--- src/rtl/byte_lane_sequencer_if.sv ---
// Bundles the core request/response channel and the byte-wide memory channel
// of byte_lane_sequencer. The slave modport is the sequencer's view, the
// master modport is the view of whatever drives the core and memory sides.
interface byte_lane_sequencer_if #(
    parameter int OFFSET_SIZE = 2,
    parameter int VECTOR_SIZE = 4,
    parameter int ADDR_WIDTH  = 30
);
    // Core side
    logic                              req_valid;
    logic                              req_ready;
    logic                              req_we;
    logic [ADDR_WIDTH-1:0]             req_addr;
    logic [VECTOR_SIZE-1:0]            req_vector;
    logic [8*VECTOR_SIZE-1:0]          req_wdata;
    logic                              resp_valid;
    logic                              resp_err;
    logic [8*VECTOR_SIZE-1:0]          resp_rdata;

    // Byte-wide memory side
    logic                              mem_req;
    logic                              mem_we;
    logic [ADDR_WIDTH+OFFSET_SIZE-1:0] mem_addr;
    logic [7:0]                        mem_wdata;
    logic                              mem_ack;
    logic [7:0]                        mem_rdata;

    modport slave (
        input  req_valid, req_we, req_addr, req_vector, req_wdata,
        input  mem_ack, mem_rdata,
        output req_ready, resp_valid, resp_err, resp_rdata,
        output mem_req, mem_we, mem_addr, mem_wdata
    );

    modport master (
        output req_valid, req_we, req_addr, req_vector, req_wdata,
        output mem_ack, mem_rdata,
        input  req_ready, resp_valid, resp_err, resp_rdata,
        input  mem_req, mem_we, mem_addr, mem_wdata
    );
endinterface

--- src/rtl/byte_lane_sequencer.sv ---
// Breaks one word load/store, qualified by a contiguous byte-enable vector,
// into single-byte transactions on a byte-wide memory port, then returns the
// assembled (lane-aligned) load word or a store completion. Non-contiguous or
// empty vectors complete immediately with an error and touch no memory.
module byte_lane_sequencer #(
    parameter int OFFSET_SIZE = 2,
    parameter int VECTOR_SIZE = 4,
    parameter int ADDR_WIDTH  = 30
) (
    input logic                 clk,
    input logic                 rst,
    byte_lane_sequencer_if.slave bus
);

    typedef enum logic [1:0] {
        S_IDLE,
        S_ACCESS,
        S_RESP
    } state_t;

    state_t                   r_state;
    state_t                   w_next_state;

    logic [ADDR_WIDTH-1:0]    r_addr;
    logic                     r_we;
    logic [8*VECTOR_SIZE-1:0] r_wdata;
    logic [8*VECTOR_SIZE-1:0] r_rdata;
    logic [OFFSET_SIZE-1:0]   r_cur;
    logic [OFFSET_SIZE-1:0]   r_end;
    logic                     r_err;

    logic                     w_legal;
    logic [OFFSET_SIZE-1:0]   w_begin;
    logic [OFFSET_SIZE-1:0]   w_end;
    logic                     w_last;

    // Decode the byte-enable vector into first/last lane; only contiguous runs are legal
    always_comb begin
        w_legal = 1'b1;
        w_begin = '0;
        w_end   = '0;
        case (bus.req_vector)
            4'b0001: begin w_begin = 2'd0; w_end = 2'd0; end
            4'b0011: begin w_begin = 2'd0; w_end = 2'd1; end
            4'b0111: begin w_begin = 2'd0; w_end = 2'd2; end
            4'b1111: begin w_begin = 2'd0; w_end = 2'd3; end
            4'b1000: begin w_begin = 2'd3; w_end = 2'd3; end
            4'b1100: begin w_begin = 2'd2; w_end = 2'd3; end
            4'b1110: begin w_begin = 2'd1; w_end = 2'd3; end
            4'b0110: begin w_begin = 2'd1; w_end = 2'd2; end
            4'b0100: begin w_begin = 2'd2; w_end = 2'd2; end
            4'b0010: begin w_begin = 2'd1; w_end = 2'd1; end
            default: w_legal = 1'b0;
        endcase
    end

    assign w_last = (r_cur == r_end);

    // State register
    always_ff @(posedge clk) begin
        if (rst) begin
            r_state <= S_IDLE;
        end else begin
            r_state <= w_next_state;
        end
    end

    // Next-state logic: accept in IDLE, walk lanes in ACCESS, one-cycle RESP
    always_comb begin
        w_next_state = r_state;
        case (r_state)
            S_IDLE: begin
                if (bus.req_valid) begin
                    w_next_state = w_legal ? S_ACCESS : S_RESP;
                end
            end
            S_ACCESS: begin
                if (bus.mem_ack && w_last) begin
                    w_next_state = S_RESP;
                end
            end
            S_RESP: begin
                w_next_state = S_IDLE;
            end
            default: begin
                w_next_state = S_IDLE;
            end
        endcase
    end

    // Request latch, lane cursor and read-data assembly
    always_ff @(posedge clk) begin
        if (rst) begin
            r_addr  <= '0;
            r_we    <= 1'b0;
            r_wdata <= '0;
            r_rdata <= '0;
            r_cur   <= '0;
            r_end   <= '0;
            r_err   <= 1'b0;
        end else begin
            case (r_state)
                S_IDLE: begin
                    if (bus.req_valid) begin
                        r_addr  <= bus.req_addr;
                        r_we    <= bus.req_we;
                        r_wdata <= bus.req_wdata;
                        r_rdata <= '0;
                        r_cur   <= w_begin;
                        r_end   <= w_end;
                        r_err   <= ~w_legal;
                    end
                end
                S_ACCESS: begin
                    if (bus.mem_ack) begin
                        if (!r_we) begin
                            r_rdata[8*r_cur +: 8] <= bus.mem_rdata;
                        end
                        // The cursor stops on the last lane; end >= begin so it never wraps
                        if (!w_last) begin
                            r_cur <= r_cur + 1'b1;
                        end
                    end
                end
                S_RESP: begin
                    r_err <= 1'b0;
                end
                default: begin
                    r_err <= 1'b0;
                end
            endcase
        end
    end

    // Outputs decoded from state and registers only; nothing flows from mem_ack to mem_req
    always_comb begin
        bus.req_ready  = 1'b0;
        bus.mem_req    = 1'b0;
        bus.mem_we     = 1'b0;
        bus.mem_addr   = '0;
        bus.mem_wdata  = '0;
        bus.resp_valid = 1'b0;
        bus.resp_err   = 1'b0;
        bus.resp_rdata = '0;
        case (r_state)
            S_IDLE: begin
                bus.req_ready = 1'b1;
            end
            S_ACCESS: begin
                bus.mem_req   = 1'b1;
                bus.mem_we    = r_we;
                bus.mem_addr  = {r_addr, r_cur};
                bus.mem_wdata = r_wdata[8*r_cur +: 8];
            end
            S_RESP: begin
                bus.resp_valid = 1'b1;
                bus.resp_err   = r_err;
                bus.resp_rdata = r_we ? '0 : r_rdata;
            end
            default: begin
                bus.req_ready = 1'b0;
            end
        endcase
    end

endmodule

--- src/flat_wrapper.sv ---
// flat-port wrapper written by rule: the top's interface ports become plain ports
module byte_lane_sequencer_flat 
#(
    parameter int OFFSET_SIZE = 2,
    parameter int VECTOR_SIZE = 4,
    parameter int ADDR_WIDTH  = 30
)
  (clk, rst, bus_req_valid, bus_req_we, bus_req_addr, bus_req_vector, bus_req_wdata, bus_mem_ack, bus_mem_rdata, bus_req_ready, bus_resp_valid, bus_resp_err, bus_resp_rdata, bus_mem_req, bus_mem_we, bus_mem_addr, bus_mem_wdata);
  byte_lane_sequencer_if #(.OFFSET_SIZE(OFFSET_SIZE), .VECTOR_SIZE(VECTOR_SIZE), .ADDR_WIDTH(ADDR_WIDTH)) bus_i ();
  input logic clk;
  input logic rst;
  input wire logic [$bits(bus_i.req_valid)-1:0] bus_req_valid;
  input wire logic [$bits(bus_i.req_we)-1:0] bus_req_we;
  input wire logic [$bits(bus_i.req_addr)-1:0] bus_req_addr;
  input wire logic [$bits(bus_i.req_vector)-1:0] bus_req_vector;
  input wire logic [$bits(bus_i.req_wdata)-1:0] bus_req_wdata;
  input wire logic [$bits(bus_i.mem_ack)-1:0] bus_mem_ack;
  input wire logic [$bits(bus_i.mem_rdata)-1:0] bus_mem_rdata;
  output wire logic [$bits(bus_i.req_ready)-1:0] bus_req_ready;
  output wire logic [$bits(bus_i.resp_valid)-1:0] bus_resp_valid;
  output wire logic [$bits(bus_i.resp_err)-1:0] bus_resp_err;
  output wire logic [$bits(bus_i.resp_rdata)-1:0] bus_resp_rdata;
  output wire logic [$bits(bus_i.mem_req)-1:0] bus_mem_req;
  output wire logic [$bits(bus_i.mem_we)-1:0] bus_mem_we;
  output wire logic [$bits(bus_i.mem_addr)-1:0] bus_mem_addr;
  output wire logic [$bits(bus_i.mem_wdata)-1:0] bus_mem_wdata;
  assign bus_i.req_valid = bus_req_valid;
  assign bus_i.req_we = bus_req_we;
  assign bus_i.req_addr = bus_req_addr;
  assign bus_i.req_vector = bus_req_vector;
  assign bus_i.req_wdata = bus_req_wdata;
  assign bus_i.mem_ack = bus_mem_ack;
  assign bus_i.mem_rdata = bus_mem_rdata;
  assign bus_req_ready = bus_i.req_ready;
  assign bus_resp_valid = bus_i.resp_valid;
  assign bus_resp_err = bus_i.resp_err;
  assign bus_resp_rdata = bus_i.resp_rdata;
  assign bus_mem_req = bus_i.mem_req;
  assign bus_mem_we = bus_i.mem_we;
  assign bus_mem_addr = bus_i.mem_addr;
  assign bus_mem_wdata = bus_i.mem_wdata;
  byte_lane_sequencer #(.OFFSET_SIZE(OFFSET_SIZE), .VECTOR_SIZE(VECTOR_SIZE), .ADDR_WIDTH(ADDR_WIDTH)) u_core (.clk(clk), .rst(rst), .bus(bus_i));
endmodule
--- config.mk ---
export PLATFORM = sky130hd
export DESIGN_NAME = byte_lane_sequencer_flat
export DESIGN_NICKNAME = d
export VERILOG_FILES = /design/src/rtl/byte_lane_sequencer_if.sv /design/src/rtl/byte_lane_sequencer.sv /design/src/flat_wrapper.sv
export SDC_FILE = /design/constraint.sdc
export NUM_CORES = 1
export LEC_CHECK = 0
export BUFFER_PORTS_ARGS = -buffer_cell sky130_fd_sc_hd__buf_2
export CORE_ASPECT_RATIO = 1.1
export CORE_MARGIN = 8
export CORE_UTILIZATION = 30
export DETAILED_ROUTE_END_ITERATION = 8
export PLACE_DENSITY = 0.62
export SYNTH_ARGS = -nofsm -noshare
export SYNTH_HDL_FRONTEND = slang
export SYNTH_SLANG_ARGS = --single-unit
--- constraint.sdc ---
create_clock -name clk -period 2.55 [get_ports clk]
set_input_delay 0.255 -clock clk [delete_from_list [all_inputs] [get_ports clk]]
set_output_delay 0.255 -clock clk [all_outputs]
set_load 0.005 [all_outputs]
==> results.py, run 1 <==
metrics = {
    "status": {
        "status": "complete, no violations",
    },
    "place": {
        "placed_cell_area_um2": 5520,
        "portBuffers": 155,
        "gp_congestion": 0.737,
        "dpl.hpwl_um": 9400,
    },
    "synth": {
        "synth_top_cell_by_area": "dfxtp_1",
        "avgSynthCellArea_um2": 8.02,
        "yosys_warnings": 0,
        "syn_inst": 571,
        "synth-seq-cells": 102,
        "netlist_area_um2": 4580,
        "synth.area.top_cells": "dfxtp_1, nand2_1, and2_1",
        "syn-num-nets": 654,
        "yosysSeqAreaShare_pct": 44.6,
        "ys_types": 38,
        "synth_top_cell_area_share_pct": 44.6,
    },
    "setup_path": {
        "critPathSlowestCell": "mux4_2",
        "cp_top_family": "multiplexers",
        "r2r-end": "u_core.r_rdata[22]",
        "crit_type": "reg -> out",
        "cp_cell_sequence": "buf_4 > mux4_2 > and2_1 > buf_2",
        "slowest_delay_ps": 540,
        "r2r_slack_ps": 420,
        "r2r_cells": 6,
        "timing.rr.start": "u_core.r_cur[0]",
        "worst_setup_path_start_kind": "flop",
        "crit_buf_inv": 2,
        "cp.required_ps": 2300,
        "worstPathArrival_ps": 1980,
        "cp_max_fo": 9,
        "cp-end-kind": "output port",
    },
    "sta": {
        "slew_headroom_pct": 55.2,
        "finalCriticalPeriod_ps": 2240,
        "setup_viol": 0,
        "finClkSkew_ps": 5.07,
        "drv_slew": 0,
        "min_period_over_period_pct": 87.8,
        "hold_violations": 0,
        "rsz0062_at_grt": "false",
        "fmax_ghz": 0.447,
        "finalSetupTns_ps": 0,
        "worst_pin_slew_ps": 672,
    },
    "power": {
        "peakVddDrop_mv": 0.343,
        "finalPower_mw": 3.79,
        "powerDensity_nw_per_um2": 649,
        "p_leak_nw": 2.62,
    },
    "drt": {
        "drt_iter0_drc": 245,
        "wl_per_cell_um": 14.3,
        "drc": 0,
        "routed_wl_um": 12900,
        "vias": 4161,
        "ant_nets": 0,
        "via_per_inst": 4.59,
        "drt_first_pass_iters": 4,
    },
    "global_routing": {
        "busiest_layer": "met2",
        "grt_pass1_wl_um": 21000,
        "antenna_found_initial": 1,
        "grt_use_met2_pct": 21.4,
        "grt_max_degree": 60,
        "grt_use_total_pct": 13.2,
        "grt_util_met3_pct": 4.59,
        "grt_pass1_vias": 4114,
        "use_met1_pct": 15.6,
        "overflow": 0,
    },
    "clocking": {
        "tritoncts": "built",
        "path_clk_slew_ps": 70,
        "htree_levels": 3,
        "root_buffer": "clkbuf_16",
        "postCtsHoldBufs": 0,
        "numCtsBuffers": 9,
        "post_cts_buffers": 0,
        "cts.sinks": 102,
        "clockBufferDepth": 2,
        "insertion_delay_ps": 350,
        "post_cts_resized": 0,
    },
    "die": {
        "die_area_um2": 19500,
        "rows": 47,
        "boundaryPins": 156,
        "fp.dieW_um": 134,
        "core_area_um2": 15000,
        "start_util_pct": 30.5,
        "die_y_um": 146,
    },
    "flow_run": {
        "maxCapViolCount": 0,
    },
    "finish": {
        "multi_input_comb_area_um2": 2310,
        "drive_above_1_share_pct": 27.1,
        "area_growth_pct": 27.5,
        "ff_latch_area_um2": 2040,
        "nNetsFinal": 788,
        "n_fill_cell": 1622,
        "design_area_um2": 5840,
        "layout_common_cells": "nand2_1, buf_2, dfxtp_1, a21oi_1, and2_1",
    },
    "min_path": {
        "hold_path.class": "in -> reg",
        "holdPathEnd": "u_core.r_addr[24]",
        "hold_depth": 3,
        "hp-start": "bus_req_addr[24]",
    },
}
[cells in the mapped netlist]
library cell,n
clkbuf_2,1
nand4_1,1
a221oi_1,2
xnor2_1,3
inv_1,11
a311oi_1,2
a21oi_1,92
nand4b_1,3
a21boi_0,2
ha_1,4
a32o_1,1
buf_2,13
nor2_1,10
nand2b_1,2
nand4b_4,1
buf_6,2
clkbuf_1,24
and2b_1,1
and2_1,75
nor2b_1,4
dfxtp_1,102
nor4_1,1
buf_1,2
nor4b_1,1
xor2_1,2
o21ai_0,2
nand3_1,18
o221ai_1,1
mux4_2,8
a21o_1,2
nor3_1,2
nand2_1,155
and4_1,2
o211ai_1,1
a21o_4,1
a222oi_1,1
or3_1,8
a22o_1,8
[sequential cells by signal, indices dropped and copies added, names as in the netlist]
name	count
u_core.r_rdata	32
u_core.r_state	2
u_core.r_wdata	32
u_core.r_end	2
u_core.r_err	1
u_core.r_we	1
u_core.r_addr	30
u_core.r_cur	2
[cells by family (layout without fill, tap and decap cells)]
family	after synthesis	after routing	synth area share, %
other	0	1	0
xor gates and xnor gates	5	5	0.957
buffers and inverters	53	191	5.06
adders and majority gates	4	4	1.09
and+or+nand+nor	284	284	30.0
AOI/OAI and AO/OA	115	115	14.4
DFF	102	102	44.6
muxes	8	8	3.94
[worst max path at each step]
| stage | startpoint | end | slack [ps] | depth (start not counted) |
|---|---|---|---|---|
| final | u_core.r_cur[0] | bus_mem_wdata[0] | 310 | 4 |
| after global routing | u_core.r_cur[0] | u_core.r_rdata[17] | 150 | 6 |
| after CTS | u_core.r_cur[0] | bus_mem_wdata[0] | 260 | 4 |
| after detailed placement | u_core.r_cur[0] | u_core.r_rdata[19] | 440 | 6 |
| after global placement | u_core.r_cur[0] | u_core.r_rdata[19] | 510 | 6 |
| after floorplan | u_core.r_cur[0] | u_core.r_rdata[0] | 510 | 7 |
[per-stage QoR]
step	util, %	setup slack [ps]	hold WS (ps)	instances
2_1_floorplan	-	513	388	571
3_3_place_gp	36.8	506	434	890
3_5_place_dp	36.8	435	441	890
4_1_cts	38.9	264	117	905
5_1_grt	38.9	154	121	905
6_report	38.9	311	135	906
[cell type report]
class,count,share of cell area (%)
Antenna cell,1,0.0429
Clock buffer,10,3.92
Clock inverter,5,1.42
Inverter,11,0.708
Multi-Input combinational cell,416,39.7
Sequential cell,102,35.0
Tap cell,196,4.20
Timing Repair Buffer,165,15.1
[worst min-delay path, delay by kind of cell]
family                 cells  cell delay [ps]
AO/OA/AOI/OAI              1               50
buffers and inverters      1               90
AND/OR/NAND/NOR            1               40
[layer usage]
| metal | up-vias | part of all wire, % |
|---|---|---|
| met5 | - | 0.093 |
| met4 | 2 | 1.5 |
| met3 | 14 | 7.6 |
| met2 | 105 | 46 |
| met1 | 1880 | 44 |
| li1 | 2160 | - |
[power by group]
part	total, mW	switching (mW)	internal [mW]	leakage (nW)
sequential	1.74	0.0565	1.68	0.833
combinational	0.574	0.340	0.234	1.63
clock	1.47	0.613	0.861	0.153
No activity file was read; power rests on OpenSTA's default activity.
==> run 2, diff against run 1 <==
MAX_ROUTING_LAYER = met4   (was not set)
PLACE_DENSITY = not set   (was 0.62)
==> results.py, run 2 (synthesis results as in run 1) <==
metrics = {
    "clocking": {
        "path_clk_slew_ps": 70,
        "clockBufferDepth": 2,
        "post_cts_resized": 0,
        "postCtsHoldBufs": 0,
        "tritoncts": "built",
        "root_buffer": "clkbuf_16",
        "htree_levels": 3,
        "post_cts_buffers": 0,
        "numCtsBuffers": 9,
        "insertion_delay_ps": 340,
        "cts.sinks": 102,
    },
    "global_routing": {
        "overflow": 0,
        "antenna_found_initial": 1,
        "grt_pass1_wl_um": 21300,
        "grt_max_degree": 66,
        "grt_use_total_pct": 13.9,
        "grt_pass1_vias": 4057,
    },
    "die": {
        "rows": 47,
        "boundaryPins": 156,
        "core_area_um2": 15000,
        "die_y_um": 146,
        "die_area_um2": 19500,
        "start_util_pct": 30.5,
        "fp.dieW_um": 134,
    },
    "flow_run": {
        "maxCapViolCount": 0,
    },
    "setup_path": {
        "r2r_slack_ps": 410,
        "timing.rr.start": "u_core.r_cur[0]",
        "critPathSlowestCell": "dfxtp_1",
        "slowest_delay_ps": 580,
        "cp.required_ps": 2300,
        "r2r_cells": 6,
        "cp_top_family": "simple AND/OR/NAND/NOR gates",
        "cp_max_fo": 19,
        "worstPathArrival_ps": 2000,
        "worst_setup_path_start_kind": "flop",
        "cp_cell_sequence": "nor2b_4 > buf_4 > and2_1 > buf_2",
        "crit_buf_inv": 2,
        "crit_type": "reg -> out",
        "r2r-end": "u_core.r_rdata[4]",
        "cp-end-kind": "output port",
    },
    "finish": {
        "drive_above_1_share_pct": 27.0,
        "finalNonFillerCells": 905,
        "layout_common_cells": "buf_2, nand2_1, dfxtp_1, a21oi_1, and2_1",
        "fin_util_pct": 38.6,
        "final_common_cell": "buf_2",
        "area_growth_pct": 26.5,
        "nNetsFinal": 787,
        "reg_top3": "u_core.r_rdata (32), u_core.r_wdata (32), u_core.r_addr (30)",
    },
    "drt": {
        "drt_iter0_drc": 266,
        "via_per_inst": 4.60,
        "wl_per_cell_um": 14.8,
        "drc": 0,
        "routed_wl_um": 13400,
        "vias": 4167,
        "drt_first_pass_iters": 4,
        "ant_nets": 0,
    },
    "sta": {
        "slew_headroom_pct": 51.6,
        "finalCriticalPeriod_ps": 2260,
        "worst_pin_slew_ps": 726,
        "setup_viol": 0,
        "finClkSkew_ps": 6.04,
        "finalSetupTns_ps": 0,
        "rsz0062_at_grt": "false",
        "fmax_ghz": 0.443,
        "hold_violations": 0,
        "min_period_over_period_pct": 88.6,
        "drv_slew": 0,
    },
    "status": {
        "status": "complete, no violations",
    },
    "power": {
        "powerDensity_nw_per_um2": 629,
        "peakVddDrop_mv": 0.261,
        "p_leak_nw": 2.59,
    },
    "place": {
        "dpl.hpwl_um": 9630,
        "dp.cells": 889,
        "gp_congestion": 0.740,
        "portBuffers": 155,
    },
    "min_path": {
        "hold_path.class": "in -> reg",
        "hp-start": "bus_req_addr[10]",
        "hold_depth": 3,
        "holdPathEnd": "u_core.r_addr[10]",
    },
}
-- run 2: changes by cell type in the layout (fill, tap and decap cells not counted), sizes merged --
| cell | previous run | this run |
|---|---|---|
| buf | 165 | 164 |
| bufinv | 2 | 0 |
| clkbuf | 10 | 13 |
| clkinvlp | 0 | 1 |
| inv | 13 | 11 |
-- run 2: per-layer routing --
metal	track usage [%]	share of wire (%)	up-vias
met5	-	0	-
met1	17.2	47	1872
met4	4.72	1.4	0
met2	21.5	46	124
met3	3.59	6.0	15
li1	-	-	2156
-- run 2: worst register-to-register path, delay by kind of cell, from the launching register on --
family	cells	cell delay (ps)
and+or+nand+nor	3	850
DFF	1	490
adders and majority gates	1	360
AOI/OAI and AO/OA	1	230
buffers and inverters	1	160
-- run 2: how the worst max path moves through the flow --
stage	startpoint	to	cells past startpoint	slack, ps
6_report	u_core.r_state[0]	bus_mem_addr[30]	4	290
2_1_floorplan	u_core.r_cur[0]	u_core.r_rdata[0]	7	510
3_3_place_gp	u_core.r_cur[0]	u_core.r_rdata[2]	6	450
4_1_cts	u_core.r_state[0]	bus_mem_addr[30]	4	270
3_5_place_dp	u_core.r_cur[0]	u_core.r_rdata[4]	6	420
5_1_grt	u_core.r_cur[0]	u_core.r_rdata[0]	6	120
-- run 2: cell type report --
class | count | area, um^2
tap | 196 | 245
clock buffer | 13 | 270
antenna | 1 | 2.50
fill | 1629 | 9210
multi-input combinational | 416 | 2310
sequential | 102 | 2040
inverter | 11 | 41.3
timing repair buffer | 164 | 856
clock inverter | 2 | 16.3
-- run 2: where the power goes --
part	internal [mW]	switching [mW]
sequential	1.68	0.0549
combinational	0.225	0.343
clock	0.740	0.593
total	2.65	0.990
-- run 2: stage by stage --
step	hold slack, ps	total power [mW]	cell area (um^2)	worst slack (ps)
floorplan	388	2.14	4580	513
finish	145	3.64	5790	290
CTS	123	3.69	5790	269
global route	139	3.84	5790	116
global placement	435	2.35	5500	455
detailed placement	440	2.35	5500	424
